File: config.mk
export PLATFORM = sky130hd
export DESIGN_NAME = pipe_reg_hs
export DESIGN_NICKNAME = d
export VERILOG_FILES = /design/src/rtl/pipe_reg_hs.sv
export SDC_FILE = /design/constraint.sdc
export NUM_CORES = 1
export LEC_CHECK = 0
export ABC_AREA = 0
export CELL_PAD_IN_SITES_DETAIL_PLACEMENT = 1
export CELL_PAD_IN_SITES_GLOBAL_PLACEMENT = 2
export CORE_UTILIZATION = 31
export CTS_CLUSTER_SIZE = 40
export DETAILED_ROUTE_END_ITERATION = 10
export GPL_ROUTABILITY_DRIVEN = 0
export HOLD_SLACK_MARGIN = 0.06
export PLACE_DENSITY_LB_ADDON = 0.1
export RECOVER_POWER = 50
export SYNTH_ARGS = -nofsm -noshare
export SYNTH_HDL_FRONTEND = slang
export SYNTH_SLANG_ARGS = --single-unit
File: constraint.sdc
create_clock -name clk -period 3.35 [get_ports clk]
set_input_delay 1.005 -clock clk [delete_from_list [all_inputs] [get_ports clk]]
set_output_delay 1.005 -clock clk [all_outputs]
set_load 0.02 [all_outputs]
File: src/rtl/pipe_reg_hs.sv
// ============================================================================
// Module   : pipe_reg_hs
// Purpose  : Parametrised valid/ready pipeline stage register. Carries a data
//            bundle and a control bundle between two pipeline stages, with
//            back-pressure (optional skid entry), flush-to-bubble, control
//            gating on empty slots and a saturating stall counter.
//            All state changes on the falling edge of clk, like the rest of
//            the pipeline.
// Ports    : clk        - pipeline clock (falling-edge active)
//            rst        - synchronous active-high reset
//            flush      - turn the stage into a bubble
//            in_valid   - upstream slot holds a real instruction
//            in_ready   - stage accepts in_data/in_ctrl this cycle
//            in_data    - upstream data bundle   [DATA_W]
//            in_ctrl    - upstream control bundle [CTRL_W]
//            out_valid  - out_data/out_ctrl hold a real instruction
//            out_ready  - downstream accepts this cycle (0 = stall)
//            out_data   - registered data bundle  [DATA_W]
//            out_ctrl   - registered control bundle [CTRL_W]
//            stall_cnt  - saturating count of out_valid & !out_ready cycles
// Revision : 1.0 - initial release
// ============================================================================
`default_nettype none

module pipe_reg_hs #(
  parameter int DATA_W    = 128,
  parameter int CTRL_W    = 16,
  parameter int SKID      = 1,
  parameter int GATE_CTRL = 1,
  parameter int CNT_W     = 8
) (
  input  logic              clk,
  input  logic              rst,
  input  logic              flush,
  input  logic              in_valid,
  output logic              in_ready,
  input  logic [DATA_W-1:0] in_data,
  input  logic [CTRL_W-1:0] in_ctrl,
  output logic              out_valid,
  input  logic              out_ready,
  output logic [DATA_W-1:0] out_data,
  output logic [CTRL_W-1:0] out_ctrl,
  output logic [CNT_W-1:0]  stall_cnt
);

  logic              w_main_valid;
  logic [DATA_W-1:0] w_main_data;
  logic [CTRL_W-1:0] w_main_ctrl;
  logic              w_in_ready;
  logic [CNT_W-1:0]  cnt_q;
  logic [CNT_W-1:0]  cnt_d;

  generate
    if (SKID != 0) begin : g_skid
      typedef enum logic [1:0] {
        S_EMPTY = 2'd0,
        S_FULL  = 2'd1,
        S_SKIDF = 2'd2
      } state_t;

      state_t            state_q, state_d;
      logic [DATA_W-1:0] main_data_q, main_data_d;
      logic [CTRL_W-1:0] main_ctrl_q, main_ctrl_d;
      logic [DATA_W-1:0] skid_data_q, skid_data_d;
      logic [CTRL_W-1:0] skid_ctrl_q, skid_ctrl_d;
      logic              in_ready_q;
      logic              w_in_fire;
      logic              w_out_fire;

      assign w_in_fire  = in_valid & in_ready_q;
      assign w_out_fire = (state_q != S_EMPTY) & out_ready;

      always_comb begin
        state_d     = state_q;
        main_data_d = main_data_q;
        main_ctrl_d = main_ctrl_q;
        skid_data_d = skid_data_q;
        skid_ctrl_d = skid_ctrl_q;
        case (state_q)
          S_EMPTY: begin
            if (w_in_fire) begin
              state_d     = S_FULL;
              main_data_d = in_data;
              main_ctrl_d = in_ctrl;
            end
          end
          S_FULL: begin
            if (w_in_fire && w_out_fire) begin
              main_data_d = in_data;
              main_ctrl_d = in_ctrl;
            end else if (w_in_fire) begin
              // Downstream stalled: park the younger word in the skid entry.
              state_d     = S_SKIDF;
              skid_data_d = in_data;
              skid_ctrl_d = in_ctrl;
            end else if (w_out_fire) begin
              state_d = S_EMPTY;
            end
          end
          S_SKIDF: begin
            if (w_out_fire) begin
              state_d     = S_FULL;
              main_data_d = skid_data_q;
              main_ctrl_d = skid_ctrl_q;
              skid_data_d = '0;
              skid_ctrl_d = '0;
            end
          end
          default: begin
            state_d = S_EMPTY;
          end
        endcase
        // Flush overrides the handshake; any word accepted this cycle is lost.
        if (flush) begin
          state_d     = S_EMPTY;
          main_data_d = '0;
          main_ctrl_d = '0;
        end
      end

      always_ff @(negedge clk) begin
        if (rst) begin
          state_q     <= S_EMPTY;
          main_data_q <= '0;
          main_ctrl_q <= '0;
          skid_data_q <= '0;
          skid_ctrl_q <= '0;
          in_ready_q  <= 1'b1;
        end else begin
          state_q     <= state_d;
          main_data_q <= main_data_d;
          main_ctrl_q <= main_ctrl_d;
          skid_data_q <= skid_data_d;
          skid_ctrl_q <= skid_ctrl_d;
          // Registered ready: low only while both entries are occupied.
          in_ready_q  <= (state_d != S_SKIDF);
        end
      end

      assign w_main_valid = (state_q != S_EMPTY);
      assign w_main_data  = main_data_q;
      assign w_main_ctrl  = main_ctrl_q;
      assign w_in_ready   = in_ready_q;
    end else begin : g_noskid
      logic              main_valid_q, main_valid_d;
      logic [DATA_W-1:0] main_data_q, main_data_d;
      logic [CTRL_W-1:0] main_ctrl_q, main_ctrl_d;
      logic              w_in_fire;
      logic              w_out_fire;

      // Combinational ready: a full entry can be replaced while it drains.
      assign w_in_ready = ~main_valid_q | out_ready;
      assign w_in_fire  = in_valid & w_in_ready;
      assign w_out_fire = main_valid_q & out_ready;

      always_comb begin
        main_valid_d = main_valid_q;
        main_data_d  = main_data_q;
        main_ctrl_d  = main_ctrl_q;
        if (w_in_fire) begin
          main_valid_d = 1'b1;
          main_data_d  = in_data;
          main_ctrl_d  = in_ctrl;
        end else if (w_out_fire) begin
          main_valid_d = 1'b0;
        end
        if (flush) begin
          main_valid_d = 1'b0;
          main_data_d  = '0;
          main_ctrl_d  = '0;
        end
      end

      always_ff @(negedge clk) begin
        if (rst) begin
          main_valid_q <= 1'b0;
          main_data_q  <= '0;
          main_ctrl_q  <= '0;
        end else begin
          main_valid_q <= main_valid_d;
          main_data_q  <= main_data_d;
          main_ctrl_q  <= main_ctrl_d;
        end
      end

      assign w_main_valid = main_valid_q;
      assign w_main_data  = main_data_q;
      assign w_main_ctrl  = main_ctrl_q;
    end
  endgenerate

  // Stall counter: saturates instead of wrapping; only rst clears it.
  always_comb begin
    cnt_d = cnt_q;
    if (w_main_valid && !out_ready && (cnt_q != {CNT_W{1'b1}})) begin
      cnt_d = cnt_q + CNT_W'(1);
    end
  end

  always_ff @(negedge clk) begin
    if (rst) begin
      cnt_q <= '0;
    end else begin
      cnt_q <= cnt_d;
    end
  end

  generate
    if (GATE_CTRL != 0) begin : g_gate
      assign out_ctrl = w_main_valid ? w_main_ctrl : '0;
    end else begin : g_nogate
      assign out_ctrl = w_main_ctrl;
    end
  endgenerate

  assign in_ready  = w_in_ready;
  assign out_valid = w_main_valid;
  assign out_data  = w_main_data;
  assign stall_cnt = cnt_q;

endmodule

`default_nettype wire

==> flow_summary.json, run 1 <==
{
  "row_count": 71,
  "cpPeakStageDelay_ns": 0.32,
  "maxSlewViolCount": 0,
  "r2r_end": "g_skid.main_ctrl_q[6]",
  "floorplan.initialDensity_pct": 31.8,
  "numCtsBuffers": 39,
  "cp-start-kind": "flop",
  "grt_pass1_wl_mm": 76.8,
  "p_total_mw": 11.6,
  "via_per_inst": 5.40,
  "first_pass_iters": 5,
  "tns_ns": -104.86,
  "die_h_um": 199,
  "drive_above_1_share_pct": 52.4,
  "grt_overflow_total": 0,
  "remaining_drc_errors": 0,
  "fin_util_pct": 66.9,
  "hold_end": "g_skid.skid_data_q[9]",
  "placedCellCount": 2169,
  "die_width_um": 199,
  "grt_setup_unrepaired": "yes",
  "path_class": "reg2out",
  "dieArea_sq_um": 39700,
  "mappedNetlistNets": 1514,
  "io_pins": 303,
  "tritoncts": "done",
  "r2r_cells": 5,
  "synth_cell_types": 35,
  "area_growth_pct": 111,
  "r2r_slack_ns": 1.15,
  "yosysSeqAreaShare_pct": 49.7,
  "worstPathMaxFanout": 6,
  "netlist_area_sq_um": 12100,
  "critPathArrivalTime_ns": 3.22,
  "status": "finished with violations",
  "setup_viol": 446,
  "fin_hold_ws_ns": 0.462,
  "ys_seq_elements": 299,
  "cellLeakagePower_nw": 11.4,
  "worstPathRequired_ns": 2.34,
  "port_buffers": 302,
  "final_antenna_net_count": 0,
  "layout_common_cells": "inv_1 (318), buf_6 (172), dfxtp_1 (160)",
  "root_buffer": "clkbuf_16",
  "fill_cells": 3858,
  "cellPowerDensity_nw_per_um2": 457,
  "vias": 14600,
  "drt_iter0_markers": 569,
  "ys_warn_count": 0,
  "final.setup.worst_slack_ns": -0.876,
  "path_cells": "nor2_4 > buf_12 > buf_16 > nor2b_4 > buf_6",
  "grt_pass1_vias": 14400,
  "worst_slew_pin_slew_ns": 0.722,
  "worst-path-buf-inv": 3,
  "core-area_sq_um": 37900,
  "postCtsHoldBufs": 0,
  "grt_max_degree": 70,
  "hp-start": "g_skid.skid_data_q[9]",
  "cp_num_cells": 5,
  "clk_pin_slew_ns": 0.03,
  "r2r-start": "g_skid.state_q[0]",
  "dp_hpwl_mm": 26.7,
  "fin_skew_ns": 0.0479,
  "irDropWorstVdd_mv": 0.370,
  "cp_slowest_cell": "dfxtp_2",
  "insertion_delay_ns": 0.64,
  "gr-usage-all-layers_pct": 24.8,
  "numClockSinks": 299,
  "wirelength_mm": 70.0,
  "synth.avg_cell_area_sq_um": 8.84,
  "postSynthCellCount": 1364,
  "slew_headroom_pct": 51.8,
  "worstHoldPathType": "reg2reg",
  "maxCapViolCount": 0,
  "hold_violations": 0,
  "antenna_found_initial": 5,
  "final_common_cell": "inv_1",
  "crit_family": "buffers and inverters",
  "setup.worst_path.end_class": "output port",
  "h-tree-depth": 2,
  "cts_buffer_depth": 3,
  "wl_per_cell_um": 25.8,
  "stdcell_count": 2713,
  "whs_path_depth": 2,
  "nets": 2323,
  "violations": "setup timing"
}
==> timing repair <==
action                                 4_1_cts  5_1_grt
pin swaps                                   24      270
buffers inserted                            48       58
endpoints found under the hold margin        0        0
gates cloned                                31       48
gates resized for setup                   1124      601
setup endpoints to repair                  452      440
==> power breakdown <==
group / internal (mW) / switching [mW] / leakage, nW
clock: 2.84 / 3.11 / 2.22
combinational: 0.942 / 0.890 / 6.68
sequential: 3.70 / 0.108 / 2.49
total: 7.48 / 4.11 / 11.4
==> registers in the layout (all words and copies together), names as in the netlist <==
register            cells
g_skid.skid_data_q    128
out_data              128
g_skid.main_ctrl_q     16
g_skid.skid_ctrl_q     16
stall_cnt               8
g_skid.state_q          2
in_ready                1
==> worst max-delay path by stage <==
stage	start	endpoint	slack, ns
2_1_floorplan	out_ready	g_skid.skid_data_q[29]	-0.48
3_3_place_gp	in_valid	out_data[36]	-1.07
3_5_place_dp	in_valid	g_skid.main_ctrl_q[14]	-1.15
4_1_cts	g_skid.state_q[1]	out_ctrl[12]	-0.92
5_1_grt	g_skid.state_q[0]	out_ctrl[12]	-0.92
6_report	g_skid.state_q[0]	out_ctrl[12]	-0.88
==> worst min-delay path, stage by stage, from the launching register on <==
cell and delay (ns):
dfxtp_1 0.31, nand3_2 0.05, a21oi_1 0.05
==> through the flow <==
stage / setup WS [ns] / area (sq um)
floorplan: -0.480 / 12700
global placement: -1.07 / 16800
detailed placement: -1.15 / 16800
CTS: -0.921 / 21300
global route: -0.923 / 25400
finish: -0.876 / 25400
==> cell type report <==
type                       instances  area, sq um  area share (%)
multi-input combinational        933         8590            33.9
timing repair buffer             598         7610            30.0
sequential                       299         6210            24.5
clock inverter                   326         1290            5.07
clock buffer                      41         1030            4.04
tap                              511          639            2.52
inverter                           3         11.3          0.0444
antenna                            2         5.00          0.0197
==> layer usage <==
metal / routed length [um] / global-route usage, % / vias to the layer above
li1: - / - / 6480
met1: 26800 / 27.8 / 7394
met2: 36100 / 41.7 / 553
met3: 4210 / 9.52 / 205
met4: 2860 / 11.1 / 8
met5: 57 / 0 / -
==> cells in the mapped netlist <==
cell type,n,area (sq um)
nand2b_1,2,12.5
nor2_1,153,574
nor3_2,1,10.0
o21ai_0,2,10.0
buf_1,16,60.1
buf_2,55,275
a211oi_1,146,1100
nand3b_1,1,7.51
o21ba_2,1,10.0
xnor2_1,1,8.76
a311oi_1,2,17.5
nor3_1,1,5.00
mux2i_1,147,1470
nand4b_1,1,8.76
ha_1,1,12.5
dfxtp_1,299,5990
clkbuf_1,56,210
o31ai_4,1,21.3
nor4b_1,1,8.76
o22a_1,1,8.76
or3_1,1,6.26
and4_1,1,8.76
nor2b_1,18,113
a21oi_1,147,736
nand3_1,145,726
nand4_1,2,12.5
or2_2,1,6.26
xor2_1,1,8.76
nand2_1,150,563
o2111ai_1,1,8.76
a31oi_1,1,6.26
and2_1,1,6.26
inv_1,4,15.0
buf_4,2,15.0
o21a_1,1,7.51
==> kinds of logic after synthesis <==
family	share of synthesized area (%)
adder cells (fa/ha/maj)	0.104
buffers and inverters	4.78
flip-flops	49.7
AO/OA/AOI/OAI	15.9
multiplexers	12.2
XOR/XNOR	0.145
AND/OR/NAND/NOR	17.2
Note: power is estimated with default switching activity, not from simulation.
==> inputs of run 2 (changes only) <==
CTS_CLUSTER_SIZE = 16   (was 40)
GPL_ROUTABILITY_DRIVEN = 1   (was 0)
==> results of run 2 <==
The final DEF is identical to that of run 1; final timing and power are the same.
